--- config.mk ---
export PLATFORM = sky130hd
export DESIGN_NAME = button_debouncer
export DESIGN_NICKNAME = d
export VERILOG_FILES = /design/src/rtl/debounce_pkg.sv /design/src/rtl/button_debouncer_sync_2ff.sv /design/src/rtl/button_debouncer.sv
export SDC_FILE = /design/constraint.sdc
export NUM_CORES = 1
export LEC_CHECK = 0
export ABC_CLOCK_PERIOD_IN_PS = 1200
export CORE_AREA = 2 2 39 41
export CTS_BUF_LIST = sky130_fd_sc_hd__clkbuf_16
export DETAILED_ROUTE_END_ITERATION = 8
export DIE_AREA = 0 0 41 43
export PLACE_DENSITY = 0.57
export SETUP_SLACK_MARGIN = 0.05
export SYNTH_ARGS = -nofsm -noshare
export SYNTH_HDL_FRONTEND = slang
export SYNTH_SLANG_ARGS = --single-unit
--- constraint.sdc ---
create_clock -name CLK -period 1.2 [get_ports CLK]
set_input_delay 0.18 -clock CLK [delete_from_list [all_inputs] [get_ports CLK]]
set_output_delay 0.18 -clock CLK [all_outputs]
set_load 0.05 [all_outputs]
--- src/rtl/debounce_pkg.sv ---
// Shared constants for the button debouncer: FSM state encoding and
// the default / minimum stability window.
package debounce_pkg;

    localparam logic [0:0] ST_IDLE    = 1'b0;
    localparam logic [0:0] ST_CONFIRM = 1'b1;

    localparam int DEFAULT_STABLE_CYCLES = 16;
    localparam int MIN_STABLE_CYCLES     = 2;

endpackage

--- src/rtl/button_debouncer_sync_2ff.sv ---
// Two-flop synchroniser for a single asynchronous level; reusable by any
// block that samples an input from outside the CLK domain.
module sync_2ff (
    input  logic CLK,
    input  logic RESET,
    input  logic d_i,
    output logic q_o
);

    logic s1_q;
    logic s2_q;

    always_ff @(posedge CLK or posedge RESET) begin
        if (RESET) begin
            s1_q <= 1'b0;
            s2_q <= 1'b0;
        end else begin
            s1_q <= d_i;
            s2_q <= s1_q;
        end
    end

    assign q_o = s2_q;

endmodule

--- src/rtl/button_debouncer.sv ---
// Debounces a raw push-button level into a clean registered BTN_OUT.
// Define DEBOUNCE_PULSE_EN to add the PRESS_PULSE / RELEASE_PULSE outputs.
module button_debouncer
    import debounce_pkg::*;
#(
    parameter int STABLE_CYCLES = DEFAULT_STABLE_CYCLES,
    parameter int CNT_W         = $clog2(STABLE_CYCLES + 1)
) (
    input  logic CLK,
    input  logic RESET,
    input  logic BTN_IN,
    output logic BTN_OUT
`ifdef DEBOUNCE_PULSE_EN
    ,
    output logic PRESS_PULSE,
    output logic RELEASE_PULSE
`endif
);

    generate
        if (STABLE_CYCLES < MIN_STABLE_CYCLES) begin : g_param_check
            $error("button_debouncer: STABLE_CYCLES must be at least 2");
        end
    endgenerate

    localparam logic [CNT_W-1:0] CNT_LAST = CNT_W'(STABLE_CYCLES - 1);

    logic             s2;
    logic             diff;
    logic             commit;
    logic [0:0]       state_q, state_d;
    logic [CNT_W-1:0] cnt_q, cnt_d;
    logic             btn_q, btn_d;

    sync_2ff u_sync (
        .CLK   (CLK),
        .RESET (RESET),
        .d_i   (BTN_IN),
        .q_o   (s2)
    );

    assign diff = (s2 != btn_q);

    // A bounce back to the current level abandons the count; the counter
    // therefore tops out at CNT_LAST and can never wrap.
    always_comb begin
        state_d = state_q;
        cnt_d   = cnt_q;
        btn_d   = btn_q;
        commit  = 1'b0;
        case (state_q)
            ST_IDLE: begin
                cnt_d = '0;
                if (diff) begin
                    state_d = ST_CONFIRM;
                    cnt_d   = CNT_W'(1);
                end
            end
            ST_CONFIRM: begin
                if (!diff) begin
                    state_d = ST_IDLE;
                    cnt_d   = '0;
                end else if (cnt_q == CNT_LAST) begin
                    state_d = ST_IDLE;
                    cnt_d   = '0;
                    btn_d   = s2;
                    commit  = 1'b1;
                end else begin
                    cnt_d = cnt_q + CNT_W'(1);
                end
            end
            default: begin
                state_d = ST_IDLE;
                cnt_d   = '0;
            end
        endcase
    end

    always_ff @(posedge CLK or posedge RESET) begin
        if (RESET) begin
            state_q <= ST_IDLE;
            cnt_q   <= '0;
            btn_q   <= 1'b0;
        end else begin
            state_q <= state_d;
            cnt_q   <= cnt_d;
            btn_q   <= btn_d;
        end
    end

    assign BTN_OUT = btn_q;

`ifdef DEBOUNCE_PULSE_EN
    logic press_q;
    logic release_q;

    // Registered alongside btn_q so each pulse lines up with the level change.
    always_ff @(posedge CLK or posedge RESET) begin
        if (RESET) begin
            press_q   <= 1'b0;
            release_q <= 1'b0;
        end else begin
            press_q   <= commit & s2;
            release_q <= commit & ~s2;
        end
    end

    assign PRESS_PULSE   = press_q;
    assign RELEASE_PULSE = release_q;
`endif

endmodule

# [Word level (Yosys, flattened, before mapping)]
# Index checks and enable logic that the tools add are counted.
[op_classes] add_sub_neg=1 eq_ne=2 n_mux=8 bitwise=1 n_reduce_logical=1
[ops] cell="$mux 5" n=2
[ops] cell="$pmux 5 s2" n=1
[ops] cell="$add 5x1->5 const B" n=1
[ops] cell="$eq 5x4->1 const B" n=1
[ops] cell="$mux 1" n=4
[ops] cell="$reduce_and 3->1" n=1
[ops] cell="$pmux 1 s2" n=1
[ops] cell="$ne 1x1->1" n=1
[ops] cell="$not 1->1" n=1
[totals] ff_bits=9 in_bits=3 output_inout_bits=1 wordCells=18

# [Depth between registers and ports, before layout]
# Gate-level depths: netlist (run 1).
[logic_depth] ltp_word=4 depth_mapped=4 ltp_nobuf=4

# [Cells and area by module]
# From an unflattened synthesis (run 1), not the netlist that was laid out.
[hier_totals] hier_cells=29 hier_area_um2=367.9
[modules_own_cells] mod="button_debouncer" instances=1 cells_each=26 area_each_um2=314.1 seq_area_each_um2=175.2
[modules_own_cells] mod="sync_2ff" instances=1 cells_each=3 area_each_um2=53.8 seq_area_each_um2=50.0

# [Worst setup path before layout (run 1)]
# Ideal clock, no wire load.
[synth_path] path_type="register -> register" start="register cnt_q[0]" end="register btn_q, in the netlist BTN_OUT" setup_ps=127 arrival_time_ps=1127 required_ps=1073 path_slack_ps=-55 stages_incl_launch_ff=5 path_buffers=0 period_less_slack_ps=1255 path_cell_list="dfrtp_1 ha_1 nand4b_2 nor2_4 mux2_1"
[synth_between] elab_chain_cells=2
[synth_rtl] item="start: declaration" line="button_debouncer.sv:32" rtl="logic [CNT_W-1:0] cnt_q, cnt_d;"
[synth_rtl] item="start signal: assignment" line="button_debouncer.sv:86" rtl="cnt_q <= cnt_d;"
[synth_rtl] item="$eq 5x4->1" line="button_debouncer.sv:63" rtl="end else if (cnt_q == CNT_LAST) begin"
[synth_rtl] item="$reduce_and 3->1 (no line)"
[synth_rtl] item="end signal: assignment" line="button_debouncer.sv:87" rtl="btn_q <= btn_d;"
[synth_rtl] item="end: declaration" line="button_debouncer.sv:33" rtl="logic btn_q, btn_d;"
# Every way passes these cells.
# A chain may end at the register's enable or synchronous reset.

# [Worst setup path in the final report (run 1)]
# Same ends and word-level chain as after synthesis.

==> results of run 1 <==
cell usage after synthesis:
master	count
and3_1	3
nor3_1	1
and2_1	1
inv_1	3
nand4b_2	1
nand3_1	2
ha_1	1
dfrtp_1	9
xor2_1	1
nor2_4	1
a211oi_1	1
xnor2_1	2
mux2_1	1
nor2_1	1
registers in the layout, summed over array words and instances (netlist names):
name         flops
BTN_OUT          1
cnt_q            5
state_q          1
u_sync.q_o       1
u_sync.s1_q      1
cells in the final DEF, fill, tap and decap left out, drive strengths merged:
master,netlist,layout
inv,3,4
and3,3,3
ha,1,1
buf,0,6
a211oi,1,1
xnor2,2,2
and2,1,1
mux2,1,1
nand3,2,2
nand4b,1,1
nor2,2,2
nor3,1,1
clkdlybuf4s50,0,2
dfrtp,9,9
xor2,1,1
clkbuf,0,3
final cells by class:
cell class | instances | area (um2) | share of cell area [%]
clock inverters | 1 | 3.754 | 0.6623
clock buffers | 3 | 75.07 | 13.25
flip-flops and latches | 9 | 226.5 | 39.96
well taps | 16 | 20.02 | 3.532
repair buffers | 8 | 77.57 | 13.69
multi-input cells | 16 | 152.6 | 26.93
inverters | 3 | 11.26 | 1.987
worst max-delay path by stage:
| stage | from | to | slack (ns) | depth (start not counted) |
|---|---|---|---|---|
| detailed placement | cnt_q[0] | BTN_OUT | -0.03 | 4 |
| CTS | cnt_q[0] | BTN_OUT | 0.00002 | 4 |
| global placement | cnt_q[0] | BTN_OUT | -0.03 | 4 |
| global route | cnt_q[0] | BTN_OUT | -0.05 | 4 |
| finish | cnt_q[0] | BTN_OUT | 0.004 | 4 |
| floorplan | cnt_q[0] | BTN_OUT | -0.04 | 4 |
routing by layer:
metal  global-route usage (%)  wire length, um  vias up
li1                         -                -      118
met1                    12.20              278      125
met2                    16.25              380        4
met3                    3.141               11        0
met4                    6.000                0        0
met5                        0                0        -
logic make-up after synthesis:
| kind of cell | share of synthesized area (%) |
|---|---|
| AND/OR/NAND/NOR | 19.24 |
| flip-flops | 61.86 |
| XOR/XNOR | 7.218 |
| buffers and inverters | 3.093 |
| AO/OA/AOI/OAI | 2.063 |
| multiplexers | 3.093 |
| adder cells (fa/ha/maj) | 3.436 |
repair_timing:
| action | CTS | global route |
|---|---|---|
| buffers inserted | 1 | 0 |
| pin swaps | 1 | 2 |
| setup endpoints to repair | 1 | 4 |
| gates resized for setup | 3 | 0 |
report_power, final:
part           internal (mW)  total (mW)  switching, mW
Sequential             0.315       0.322        0.00756
Combinational         0.0211      0.0388         0.0177
Clock                  0.434       0.571          0.137
Total                  0.770       0.932          0.162
==> results.sh, run 1 <==
export IMPL_yosys_warnings=0
export IMPL_p_leak_nw=0.3048
export IMPL_whs_ns=0.2077
export IMPL_yosys_area_top_type="dfrtp_1"
export IMPL_start_util_pct=26.31
export IMPL_die_y_um=43
export IMPL_grt_pass1_wl_um=1200
export IMPL_synth_seq_cells=9
export IMPL_synth_top_area_share_pct=61.86
export IMPL_dp_cells=51
export IMPL_hpwl_um=463.8
export IMPL_worstRegToRegCells=4
export IMPL_routed_wirelength_um=669
export IMPL_tritoncts="yes"
export IMPL_hold_path_class="in2async"
export IMPL_final_cells=56
export IMPL_critPathRequiredTime_ns=1.31
export IMPL_first_global_vias=287
export IMPL_worstSetupEndpointType="register"
export IMPL_synthCells=28
export IMPL_die_width_um=41
export IMPL_r2r_slack_ns=0.004
export IMPL_portBuffers=3
export IMPL_clock_path_buffers=2
export IMPL_setup_ws_ns=0.004138
export IMPL_rsz0062_at_grt="yes"
export IMPL_gp_congestion=0.6340
export IMPL_synth_avg_cell_area_um2=13.00
export IMPL_layout_drive_gt1_share_pct=35.00
export IMPL_ant_nets=0
export IMPL_clkSinkCount=9
export IMPL_slowest_stage="dfrtp_1"
export IMPL_syn_cell_area_um2=364.1
export IMPL_via_count=247
export IMPL_cp_top_family="flip-flops"
export IMPL_worstPathMaxFanout=2
export IMPL_slew_violations=0
export IMPL_ir_drop_v=0.0009185
export IMPL_core_mm2=0.001384
export IMPL_setup_viol=0
export IMPL_tns_ns=0
export IMPL_critPathArrivalTime_ns=1.31
export IMPL_dpl_cell_area_um2=457.9
export IMPL_nets=45
export IMPL_status="finished, final reports clean"
export IMPL_clk_pin_slew_ns=0.04
export IMPL_fin_skew_ns=0.002400
export IMPL_cpPeakStageDelay_ns=0.38
export IMPL_r2r_end="BTN_OUT"
export IMPL_cts_root_buf="clkbuf_16"
export IMPL_fin_area_um2=566.8
export IMPL_maxCapViolations=0
export IMPL_fin_util_pct=40.96
export IMPL_fillers=119
export IMPL_power_mw=0.9322
export IMPL_powerDensity_mw_per_mm2=1645
export IMPL_fmax_mhz=836.2
export IMPL_worstPathCellList="ha_4 > nand4b_4 > nor2_4 > mux2_4"
export IMPL_grt_use_total_pct=10.51
export IMPL_critPathBufInv=0
export IMPL_seq_area_frac_synth_pct=61.86
export IMPL_worst_slew_pin_slew_ns=0.3437
export IMPL_relSlewSlack_pct=77.06
export IMPL_r2r_start="cnt_q[0]"
export IMPL_synth_cell_types=14
export IMPL_synth_area_leaders="dfrtp_1 (62%), and3_1 (5.2%), xnor2_1 (4.8%)"
export IMPL_syn_to_final_growth_pct=55.67
export IMPL_min_period_over_period_pct=99.66
export IMPL_io_pins=4
export IMPL_cts_hold_buf=0
export IMPL_clkLatencyLatePin_ns=0.23
export IMPL_worstSetupStartpointType="register"
export IMPL_row_count=14
export IMPL_syn_nets=32
export IMPL_place_ws_ns=-0.02666
export IMPL_antenna_found_initial=0
export IMPL_drc_errors=0
export IMPL_drt_initial_drc_count=3
export IMPL_fp_dieArea_mm2=0.001763
export IMPL_hold_violations=0
export IMPL_gr_total_overflow=0
export IMPL_worstSetupPathType="reg2reg"
export IMPL_cts_buffers=3
export IMPL_antenna_cells=0
export IMPL_min_period_ns=1.196
export IMPL_vias_per_cell=4.411
export IMPL_wl_per_cell_um=11.95
export IMPL_htreeDepth=1
export IMPL_drt_pass1_iter_count=2
export IMPL_grt_max_degree=10
Power figures use the tool's default switching activity.
==> inputs of run 2 (changes only) <==
CORE_AREA = 5 5 42 44   (was 2 2 39 41)
DIE_AREA = 0 0 47 49   (was 0 0 41 43)
==> results.sh, run 2 (synthesized netlist as in run 1, its figures left out) <==
export IMPL_rsz0062_at_grt="yes"
export IMPL_drt_initial_drc_count=4
export IMPL_fmax_mhz=834.4
export IMPL_tritoncts="yes"
export IMPL_dp_cells=51
export IMPL_clk_pin_slew_ns=0.04
export IMPL_via_count=232
export IMPL_routed_wirelength_um=608
export IMPL_final_common_cell="dfrtp_1"
export IMPL_internal_power_mw=0.7680
export IMPL_die_y_um=49
export IMPL_drt_pass1_iter_count=2
export IMPL_seqPwrFrac_pct=34.8
export IMPL_cts_hold_buf=0
export IMPL_place_ws_ns=-0.05982
export IMPL_largest_reg_flops=5
export IMPL_slew_violations=0
export IMPL_gr_total_overflow=0
export IMPL_clock_path_buffers=2
export IMPL_clkLatencyLatePin_ns=0.23
export IMPL_final_cells=55
export IMPL_powerDensity_mw_per_mm2=1645
export IMPL_layout_drive_gt1_share_pct=35.90
export IMPL_p_switching_mw=0.1600
export IMPL_vias_per_cell=4.218
export IMPL_p_leak_nw=0.3014
export IMPL_first_global_vias=259
export IMPL_antenna_cells=0
export IMPL_fp_dieArea_mm2=0.002303
export IMPL_cts_buffers=3
export IMPL_whs_ns=0.2127
export IMPL_critPathArrivalTime_ns=1.31
export IMPL_hpwl_um=469.4
export IMPL_drc_errors=0
export IMPL_relSlewSlack_pct=76.88
export IMPL_fin_util_pct=40.27
export IMPL_row_count=14
export IMPL_worst_slew_pin_slew_ns=0.3464
export IMPL_critPathRequiredTime_ns=1.31
export IMPL_multi_input_area_um2=157.7
export IMPL_core_mm2=0.001401
export IMPL_grt_use_total_pct=7.107
export IMPL_maxCapViolations=0
export IMPL_seqCellArea_um2=226.5
export IMPL_worstSetupEndpointType="register"
export IMPL_antenna_found_initial=0
export IMPL_sw_frac_of_total_pct=17.24
export IMPL_ant_nets=0
export IMPL_fillers=133
export IMPL_status="finished, final reports clean"
export IMPL_setup_viol=0
export IMPL_die_width_um=47
export IMPL_fin_skew_ns=0.0004034
export IMPL_power_frac_comb_pct=4.0
export IMPL_ir_drop_v=0.001018
export IMPL_slowest_stage="dfrtp_1"
export IMPL_gp_congestion=0.7787
export IMPL_cts_root_buf="clkbuf_16"
export IMPL_worstSetupStartpointType="register"
export IMPL_hold_violations=0
export IMPL_nets=44
export IMPL_setup_ws_ns=0.001535
export IMPL_min_period_over_period_pct=99.87
export IMPL_tns_ns=0
export IMPL_wl_per_cell_um=11.05
export IMPL_syn_to_final_growth_pct=54.98
export IMPL_worstPathMaxFanout=2
export IMPL_worstSetupPathType="reg2reg"
export IMPL_hold_path_class="in2async"
export IMPL_grt_pass1_wl_um=1159
export IMPL_io_pins=4
export IMPL_start_util_pct=25.98
export IMPL_power_frac_clock_pct=61.2
export IMPL_grt_max_degree=10
export IMPL_clkSinkCount=9
export IMPL_regMostFlops="cnt_q"
export IMPL_worstPathCellList="ha_4 > nand4b_4 > nor2_4 > mux2_4"
export IMPL_min_period_ns=1.198
export IMPL_htreeDepth=1
export IMPL_cpPeakStageDelay_ns=0.38
export IMPL_most_common_layout_cells="dfrtp_1 (8), inv_1 (4), buf_4 (4)"
export IMPL_portBuffers=3
export IMPL_post_cts_buffers=0
==> run 2: cell type report <==
class	instances	share of cell area [%]
Tap cell	16	3.548
Multi-Input combinational cell	16	27.94
Inverter	3	1.996
Clock inverter	1	0.6652
Clock buffer	3	13.30
Sequential cell	9	40.13
Timing Repair Buffer	7	12.42
==> run 2: final timing paths <==
path                                   end  slack [ns]  cells past startpoint        start
worst min register to register  u_sync.q_o        0.35                      0  u_sync.s1_q
worst max register to register     BTN_OUT       0.002                      4     cnt_q[0]
worst max-delay path               BTN_OUT       0.002                      4     cnt_q[0]
min in group CLK                u_sync.q_o        0.35                      0  u_sync.s1_q
max in group asynchronous          BTN_OUT        0.71                      2        RESET
worst min-delay path              cnt_q[2]        0.21                      2        RESET
==> run 2: what timing repair did <==
action | CTS | global route
endpoints found under the setup margin | 3 | 3
resized for setup | 3 | 1
pin swaps | 1 | 0
==> run 2: worst max-delay path: cells and delay by family (launching register included) <==
family        cells  cell delay (ns)
flops             1             0.38
fa+ha+maj         1             0.16
mux               1             0.30
simple gates      2             0.23
==> run 2: per-layer routing <==
metal  part of all wire, %  track usage, %  vias up
li1                      -               -      115
met1                    42           8.824      112
met2                    53           10.41        3
met3                   3.1           2.214        2
met4                   1.6           4.147        0
met5                     0               0        -
==> run 2: metrics by stage <==
step,total power [mW],instance area (um2)
6_report,0.9280,564.3
3_3_place_gp,0.3563,457.9
2_1_floorplan,0.3412,367.9
3_5_place_dp,0.3584,457.9
4_1_cts,0.9413,559.3
5_1_grt,0.9612,564.3
==> run 2: power by group through the flow <==
stage                     logic, mW  clock network (mW)  registers (mW)
after global routing         0.0417               0.596           0.324
after global placement       0.0324                   0           0.324
after floorplan              0.0178                   0           0.323
after CTS                    0.0359               0.583           0.322
final                        0.0368               0.568           0.323
after detailed placement     0.0340                   0           0.324
